--- src/rtl/data_mem_arbiter_pkg.sv ---
// Shared types and constants for the data-memory arbiter.
// Holds the state encoding, owner codes and counter width.
package data_mem_arbiter_pkg;

    typedef enum logic {
        S_SHARED = 1'b0,
        S_BURST  = 1'b1
    } arb_state_t;

    localparam logic OWNER_CORE = 1'b0;
    localparam logic OWNER_DMA  = 1'b1;

    localparam int CNT_W = 4;

endpackage

--- src/rtl/data_mem_arbiter_if.sv ---
// Bus bundle between the core, the DMA engine, the data memory and the arbiter.
// The slave modport is the arbiter's view; master is the surrounding system's view.
interface data_mem_arbiter_if #(
    parameter int ADDR_LENGTH = 32,
    parameter int DATA_LENGTH = 32
);
    logic                   core_re;
    logic                   core_we;
    logic [ADDR_LENGTH-1:0] core_addr;
    logic [DATA_LENGTH-1:0] core_wdata;
    logic [DATA_LENGTH-1:0] core_rdata;
    logic                   core_stall;

    logic                   dma_req;
    logic                   dma_we;
    logic                   dma_burst;
    logic                   dma_last;
    logic [ADDR_LENGTH-1:0] dma_addr;
    logic [DATA_LENGTH-1:0] dma_wdata;
    logic [DATA_LENGTH-1:0] dma_rdata;
    logic                   dma_ack;

    logic [ADDR_LENGTH-1:0] mem_addr;
    logic [DATA_LENGTH-1:0] mem_wdata;
    logic                   mem_we;
    logic                   mem_re;
    logic [DATA_LENGTH-1:0] mem_rdata;

    logic                   owner;

    modport slave (
        input  core_re, core_we, core_addr, core_wdata,
        input  dma_req, dma_we, dma_burst, dma_last, dma_addr, dma_wdata,
        input  mem_rdata,
        output core_rdata, core_stall,
        output dma_rdata, dma_ack,
        output mem_addr, mem_wdata, mem_we, mem_re,
        output owner
    );

    modport master (
        output core_re, core_we, core_addr, core_wdata,
        output dma_req, dma_we, dma_burst, dma_last, dma_addr, dma_wdata,
        output mem_rdata,
        input  core_rdata, core_stall,
        input  dma_rdata, dma_ack,
        input  mem_addr, mem_wdata, mem_we, mem_re,
        input  owner
    );

endinterface

--- src/rtl/data_mem_arbiter_arb_grant_logic.sv ---
// Combinational grant decision: core priority in shared mode, starvation force,
// and unconditional DMA ownership while a burst is locked.
module arb_grant_logic
    import data_mem_arbiter_pkg::*;
#(
    parameter int MAX_WAIT = 4
) (
    input  arb_state_t       st,
    input  logic [CNT_W-1:0] wait_cnt,
    input  logic             core_req,
    input  logic             dma_req,
    output logic             grant_dma,
    output logic             grant_core
);

    logic force_grant;

    assign force_grant = (wait_cnt == CNT_W'(MAX_WAIT));

    always_comb begin
        grant_dma = 1'b0;
        if (st == S_BURST) begin
            grant_dma = dma_req;
        end else begin
            grant_dma = dma_req & (~core_req | force_grant);
        end
        grant_core = core_req & ~grant_dma;
    end

endmodule

--- src/rtl/data_mem_arbiter.sv ---
// Two-master arbiter for the data-memory port: core load/store path versus DMA,
// with a starvation counter and a bounded locked DMA burst.
module data_mem_arbiter
    import data_mem_arbiter_pkg::*;
#(
    parameter int ADDR_LENGTH = 32,
    parameter int DATA_LENGTH = 32,
    parameter int MAX_WAIT    = 4,
    parameter int BURST_MAX   = 8
) (
    input logic               clk,
    input logic               rst,
    data_mem_arbiter_if.slave bus
);

    arb_state_t       st;
    arb_state_t       st_next;
    logic [CNT_W-1:0] wait_cnt;
    logic [CNT_W-1:0] wait_next;
    logic [CNT_W-1:0] beat_cnt;
    logic [CNT_W-1:0] beat_next;
    logic [CNT_W-1:0] beat_inc;

    logic core_req;
    logic grant_dma;
    logic grant_core;
    logic active_dma;
    logic active_core;

    logic [ADDR_LENGTH-1:0] sel_addr;
    logic [DATA_LENGTH-1:0] sel_wdata;

    assign core_req = bus.core_re | bus.core_we;
    assign beat_inc = beat_cnt + CNT_W'(1);

    arb_grant_logic #(
        .MAX_WAIT (MAX_WAIT)
    ) u_grant (
        .st         (st),
        .wait_cnt   (wait_cnt),
        .core_req   (core_req),
        .dma_req    (bus.dma_req),
        .grant_dma  (grant_dma),
        .grant_core (grant_core)
    );

    // Reset suppresses every grant so no write or ack escapes in the reset cycle.
    assign active_dma  = grant_dma & ~rst;
    assign active_core = grant_core & ~rst;

    always_ff @(posedge clk) begin
        if (rst) begin
            st       <= S_SHARED;
            wait_cnt <= '0;
            beat_cnt <= '0;
        end else begin
            st       <= st_next;
            wait_cnt <= wait_next;
            beat_cnt <= beat_next;
        end
    end

    always_comb begin
        st_next   = st;
        wait_next = wait_cnt;
        beat_next = beat_cnt;
        case (st)
            S_SHARED: begin
                if (grant_dma) begin
                    wait_next = '0;
                    if (bus.dma_burst && !bus.dma_last && (BURST_MAX > 1)) begin
                        st_next   = S_BURST;
                        beat_next = CNT_W'(1);
                    end
                end else if (bus.dma_req) begin
                    if (wait_cnt < CNT_W'(MAX_WAIT)) begin
                        wait_next = wait_cnt + CNT_W'(1);
                    end
                end else begin
                    wait_next = '0;
                end
            end
            S_BURST: begin
                // A dropped request aborts the burst; the core takes the port at once.
                st_next   = S_SHARED;
                beat_next = '0;
                if (bus.dma_req && !bus.dma_last && (beat_inc != CNT_W'(BURST_MAX))) begin
                    st_next   = S_BURST;
                    beat_next = beat_inc;
                end
            end
            default: begin
                st_next   = S_SHARED;
                beat_next = '0;
            end
        endcase
    end

    always_comb begin
        sel_addr       = bus.core_addr;
        sel_wdata      = bus.core_wdata;
        bus.mem_we     = 1'b0;
        bus.mem_re     = 1'b0;
        bus.dma_ack    = 1'b0;
        bus.owner      = OWNER_CORE;
        bus.core_stall = 1'b0;
        bus.core_rdata = '0;
        bus.dma_rdata  = '0;
        if (active_dma) begin
            sel_addr       = bus.dma_addr;
            sel_wdata      = bus.dma_wdata;
            bus.mem_we     = bus.dma_we;
            bus.mem_re     = ~bus.dma_we;
            bus.dma_ack    = 1'b1;
            bus.owner      = OWNER_DMA;
            bus.core_stall = core_req;
            bus.dma_rdata  = bus.mem_rdata;
        end else if (active_core) begin
            bus.mem_we     = bus.core_we;
            bus.mem_re     = bus.core_re & ~bus.core_we;
            bus.core_rdata = bus.mem_rdata;
        end
    end

    assign bus.mem_addr  = sel_addr;
    assign bus.mem_wdata = sel_wdata;

endmodule

--- src/flat_wrapper.sv ---
// flat-port wrapper written by rule: the top's interface ports become plain ports
module data_mem_arbiter_flat import data_mem_arbiter_pkg::*;
#(
    parameter int ADDR_LENGTH = 32,
    parameter int DATA_LENGTH = 32,
    parameter int MAX_WAIT    = 4,
    parameter int BURST_MAX   = 8
)
  (clk, rst, bus_core_re, bus_core_we, bus_core_addr, bus_core_wdata, bus_dma_req, bus_dma_we, bus_dma_burst, bus_dma_last, bus_dma_addr, bus_dma_wdata, bus_mem_rdata, bus_core_rdata, bus_core_stall, bus_dma_rdata, bus_dma_ack, bus_mem_addr, bus_mem_wdata, bus_mem_we, bus_mem_re, bus_owner);
  data_mem_arbiter_if #(.ADDR_LENGTH(ADDR_LENGTH), .DATA_LENGTH(DATA_LENGTH)) bus_i ();
  input logic clk;
  input logic rst;
  input wire logic [$bits(bus_i.core_re)-1:0] bus_core_re;
  input wire logic [$bits(bus_i.core_we)-1:0] bus_core_we;
  input wire logic [$bits(bus_i.core_addr)-1:0] bus_core_addr;
  input wire logic [$bits(bus_i.core_wdata)-1:0] bus_core_wdata;
  input wire logic [$bits(bus_i.dma_req)-1:0] bus_dma_req;
  input wire logic [$bits(bus_i.dma_we)-1:0] bus_dma_we;
  input wire logic [$bits(bus_i.dma_burst)-1:0] bus_dma_burst;
  input wire logic [$bits(bus_i.dma_last)-1:0] bus_dma_last;
  input wire logic [$bits(bus_i.dma_addr)-1:0] bus_dma_addr;
  input wire logic [$bits(bus_i.dma_wdata)-1:0] bus_dma_wdata;
  input wire logic [$bits(bus_i.mem_rdata)-1:0] bus_mem_rdata;
  output wire logic [$bits(bus_i.core_rdata)-1:0] bus_core_rdata;
  output wire logic [$bits(bus_i.core_stall)-1:0] bus_core_stall;
  output wire logic [$bits(bus_i.dma_rdata)-1:0] bus_dma_rdata;
  output wire logic [$bits(bus_i.dma_ack)-1:0] bus_dma_ack;
  output wire logic [$bits(bus_i.mem_addr)-1:0] bus_mem_addr;
  output wire logic [$bits(bus_i.mem_wdata)-1:0] bus_mem_wdata;
  output wire logic [$bits(bus_i.mem_we)-1:0] bus_mem_we;
  output wire logic [$bits(bus_i.mem_re)-1:0] bus_mem_re;
  output wire logic [$bits(bus_i.owner)-1:0] bus_owner;
  assign bus_i.core_re = bus_core_re;
  assign bus_i.core_we = bus_core_we;
  assign bus_i.core_addr = bus_core_addr;
  assign bus_i.core_wdata = bus_core_wdata;
  assign bus_i.dma_req = bus_dma_req;
  assign bus_i.dma_we = bus_dma_we;
  assign bus_i.dma_burst = bus_dma_burst;
  assign bus_i.dma_last = bus_dma_last;
  assign bus_i.dma_addr = bus_dma_addr;
  assign bus_i.dma_wdata = bus_dma_wdata;
  assign bus_i.mem_rdata = bus_mem_rdata;
  assign bus_core_rdata = bus_i.core_rdata;
  assign bus_core_stall = bus_i.core_stall;
  assign bus_dma_rdata = bus_i.dma_rdata;
  assign bus_dma_ack = bus_i.dma_ack;
  assign bus_mem_addr = bus_i.mem_addr;
  assign bus_mem_wdata = bus_i.mem_wdata;
  assign bus_mem_we = bus_i.mem_we;
  assign bus_mem_re = bus_i.mem_re;
  assign bus_owner = bus_i.owner;
  data_mem_arbiter #(.ADDR_LENGTH(ADDR_LENGTH), .DATA_LENGTH(DATA_LENGTH), .MAX_WAIT(MAX_WAIT), .BURST_MAX(BURST_MAX)) u_core (.clk(clk), .rst(rst), .bus(bus_i));
endmodule
--- config.mk ---
export PLATFORM = sky130hd
export DESIGN_NAME = data_mem_arbiter_flat
export DESIGN_NICKNAME = d
export VERILOG_FILES = /design/src/rtl/data_mem_arbiter_pkg.sv /design/src/rtl/data_mem_arbiter_if.sv /design/src/rtl/data_mem_arbiter_arb_grant_logic.sv /design/src/rtl/data_mem_arbiter.sv /design/src/flat_wrapper.sv
export SDC_FILE = /design/constraint.sdc
export NUM_CORES = 1
export LEC_CHECK = 0
export ABC_CLOCK_PERIOD_IN_PS = 3400
export BUFFER_PORTS_ARGS = -buffer_cell sky130_fd_sc_hd__buf_2
export CAP_MARGIN = 10
export CORE_AREA = 3 3 116 118
export DETAILED_ROUTE_END_ITERATION = 12
export DIE_AREA = 0 0 119 121
export GPL_TIMING_DRIVEN = 0
export MAX_ROUTING_LAYER = met4
export RECOVER_POWER = 25
export SYNTH_ARGS = -nofsm -noshare
export SYNTH_HDL_FRONTEND = slang
export SYNTH_SLANG_ARGS = --single-unit
--- constraint.sdc ---
create_clock -name clk -period 3.4 [get_ports clk]
set_input_delay 0.51 -clock clk [delete_from_list [all_inputs] [get_ports clk]]
set_output_delay 0.51 -clock clk [all_outputs]
set_load 0.01 [all_outputs]
==> impl_metrics.csv <==
group,metric,value,unit
critical_path,reg2reg_slack,1.52,ns
route,avgViaCountPerCell,3.89,
logic_synthesis,synth.avg_cell_area,8.43,um^2
grt,grt.busiest_layer,"met2",
placed_design,place_congestion,0.744,
timing,worst_clock_skew,0.00142,ns
min_path,min_path_type,"reg -> reg",
logic_synthesis,syn_inst,215,
power_and_ir_drop,seqPwrFrac,16.2,%
grt,met1_usage,17.3,%
power_and_ir_drop,power_frac_comb,52.2,%
cts,hold_buffers,0,
cts,cts_buffers,3,
logic_synthesis,syn_area,1810,um^2
grt,met2_usage,20.2,%
power_and_ir_drop,p_leak,1.95,nW
floorplanning,num_rows,41,
placed_design,portBuffers,299,
cts,clk_pin_slew_worst_paths,0.04,ns
route,ant_nets,0,
timing,tightest_slew,0.534,ns
critical_path,crit_type,"reg -> out",
logic_synthesis,synth_sequential_area_ratio,9.94,%
cts,cts_num_sinks,9,
placed_design,dp_slack,0.529,ns
floorplanning,core-area,12600,um^2
critical_path,critPathLaunchType,"register",
job,maxCapViolCount,0,
grt,grt_usage,12.7,%
timing,fmax,336,MHz
power_and_ir_drop,internal-power,0.000451,W
route,wl_per_cell,14.8,um
critical_path,endpoint_kind,"primary output",
critical_path,cp_max_fo,11,
logic_synthesis,ys_warn_count,0,
floorplanning,initial_utilization,14.4,%
timing,min_period,2.98,ns
grt,antenna_found_initial,0,
power_and_ir_drop,powerDensity,188,nW/um^2
power_and_ir_drop,p_clk_share,31.6,%
logic_synthesis,yosys.area.top_type,"mux2_2",
floorplanning,dieArea,14400,um^2
timing,slew_violations,0,
critical_path,critical_path_arrival,2.47,ns
timing,finalSetupTns,0,ns
route,vias,2681,
logic_synthesis,synth_area_leaders,"mux2_2 (40%), and2_1 (22%), dfxtp_1 (9.9%)",
final_layout,area_delta_synth_final,97.4,%
power_and_ir_drop,switching_power,0.000222,W
cts,cts-root-buf,"clkbuf_16",
timing,post-route-period-util,87.7,%
cts,ctsResizeCount,0,
grt,grt_overflow,0,
timing,slew_headroom,64.4,%
timing,hold_violations,0,
grt,grt_max_degree,12,
cts,htreeDepth,1,
grt,grt_pass1_wl,14300,um
placed_design,dp_hpwl,9110,um
timing,rsz0062_at_grt,"false",
power_and_ir_drop,ir_drop,285,uV
cts,cts_tree,"yes",
timing,setup_viol,0,
route,first_iter_violations,100,
route,drc,0,
cts,post_cts_buffers,0,
grt,grt_pass1_vias,2521,
route,drt-total-wl,10200,um
final_layout,nets,691,
power_and_ir_drop,switching_share,33.0,%
grt,grt_util_met3,2.61,%
route,dr.pass1.iters,4,
floorplanning,dieHeight,121,um
critical_path,cp.required,2.89,ns
logic_synthesis,synth-seq-cells,9,
status,outcome,"finished, final reports clean",
floorplanning,die_width,119,um
cts,clock_latency,0.24,ns
final_layout,insertedDiodeCount,0,
timing,fin_ws,0.419,ns
cts,clockBufferDepth,2,
logic_synthesis,synth_top_area_share,40.4,%
logic_synthesis,synth_nets,387,
floorplanning,io_pins,301,
final_layout,drive_gt1_share,70.7,%
logic_synthesis,ys_types,32,
==> state kept, by name (all words and copies together) (netlist names) <==
signal           flops
u_core.beat_cnt      4
u_core.st            1
u_core.wait_cnt      4
==> worst max-delay path: stages, from the launching register on <==
cell and delay, ns:
dfxtp_1 0.34, inv_1 0.07, ha_1 0.24, a311oi_4 0.40
nand2b_4 0.25, nor2_4 0.08, clkbuf_1 0.29, buf_2 0.26
and2_1 0.17, buf_2 0.14
==> power groups by stage <==
stage	logic (W)	registers (W)	clock network, W
2_1_floorplan	0.000157	0.000111	0
3_3_place_gp	0.000354	0.000111	0
3_5_place_dp	0.000357	0.000111	0
4_1_cts	0.000358	0.000109	0.000214
5_1_grt	0.000382	0.000109	0.000218
6_report	0.000351	0.000109	0.000213
==> worst paths after layout <==
path	startpoint	endpoint	depth (start not counted)
min reg2reg	u_core.wait_cnt[0]$_SDFFE_PP0P_	u_core.wait_cnt[0]$_SDFFE_PP0P_	2
max reg2reg	u_core.wait_cnt[0]$_SDFFE_PP0P_	u_core.beat_cnt[2]$_SDFFE_PP0P_	6
max	u_core.wait_cnt[0]$_SDFFE_PP0P_	bus_dma_rdata[29]	9
min	u_core.wait_cnt[0]$_SDFFE_PP0P_	u_core.wait_cnt[0]$_SDFFE_PP0P_	2
==> layer usage <==
layer / up-vias / part of all wire [%]
li1: 1350 / -
met1: 1212 / 45
met2: 117 / 48
met3: 2 / 7.2
met4: 0 / 0.25
met5: - / 0
==> cells in the mapped netlist <==
master    count
nand3_1       1
nor2_4        1
clkbuf_2      5
a22o_1        2
nand4_1       2
nor2_1       11
dfxtp_1       9
nand2b_1      3
and2_1       64
o221a_2       1
nand2_1       2
clkbuf_1      3
ha_1          4
nor3_1        5
or4_1         1
a21oi_1       7
o32ai_1       2
o211a_1       1
nor3b_4       1
or3_1         1
nor4_1        1
mux2_2       65
nand2b_4      1
inv_1         4
a311oi_4      1
buf_2         8
and4bb_2      1
o21ai_0       3
nor2_2        1
nand3b_1      2
buf_4         1
mux2i_1       1
==> through the flow <==
stage	power (W)	utilization [%]	std cells	hold WS [ns]	instance area, um^2
2_1_floorplan	0.000267	-	215	0.466	1810
3_3_place_gp	0.000465	28.0	686	0.489	3520
3_5_place_dp	0.000468	28.0	686	0.491	3520
4_1_cts	0.000681	28.7	690	0.499	3600
5_1_grt	0.000709	28.5	690	0.533	3580
6_report	0.000673	28.5	690	0.501	3580
==> cells by family after synthesis <==
family                   count (synthesis)  share of synthesized area [%]
AO/OA/AOI/OAI                           17                           7.32
adder cells (fa/ha/maj)                  4                           2.76
buffers and inverters                   21                           5.46
flip-flops                               9                           9.94
multiplexers                            66                           41.0
AND/OR/NAND/NOR                         98                           33.6
==> cell type report <==
type | instances | area (um^2)
multi-input combinational | 185 | 1530
fill | 1382 | 8990
inverter | 4 | 15.0
sequential | 9 | 180
tap | 172 | 215
clock buffer | 4 | 78.8
timing repair buffer | 299 | 1480
buffer | 17 | 77.6
==> placed cells by master (no fill, tap or decap), types with 4 or more instances in the layout <==
| cell | instances |
|---|---|
| inv_1 | 4 |
| nor2_1 | 11 |
| a21oi_1 | 7 |
| ha_1 | 4 |
| dfxtp_1 | 9 |
| clkbuf_2 | 5 |
| clkbuf_1 | 25 |
| buf_2 | 286 |
| and2_1 | 62 |
| nor3_1 | 5 |
| mux2_2 | 65 |
(Power assumes the default switching activity.)
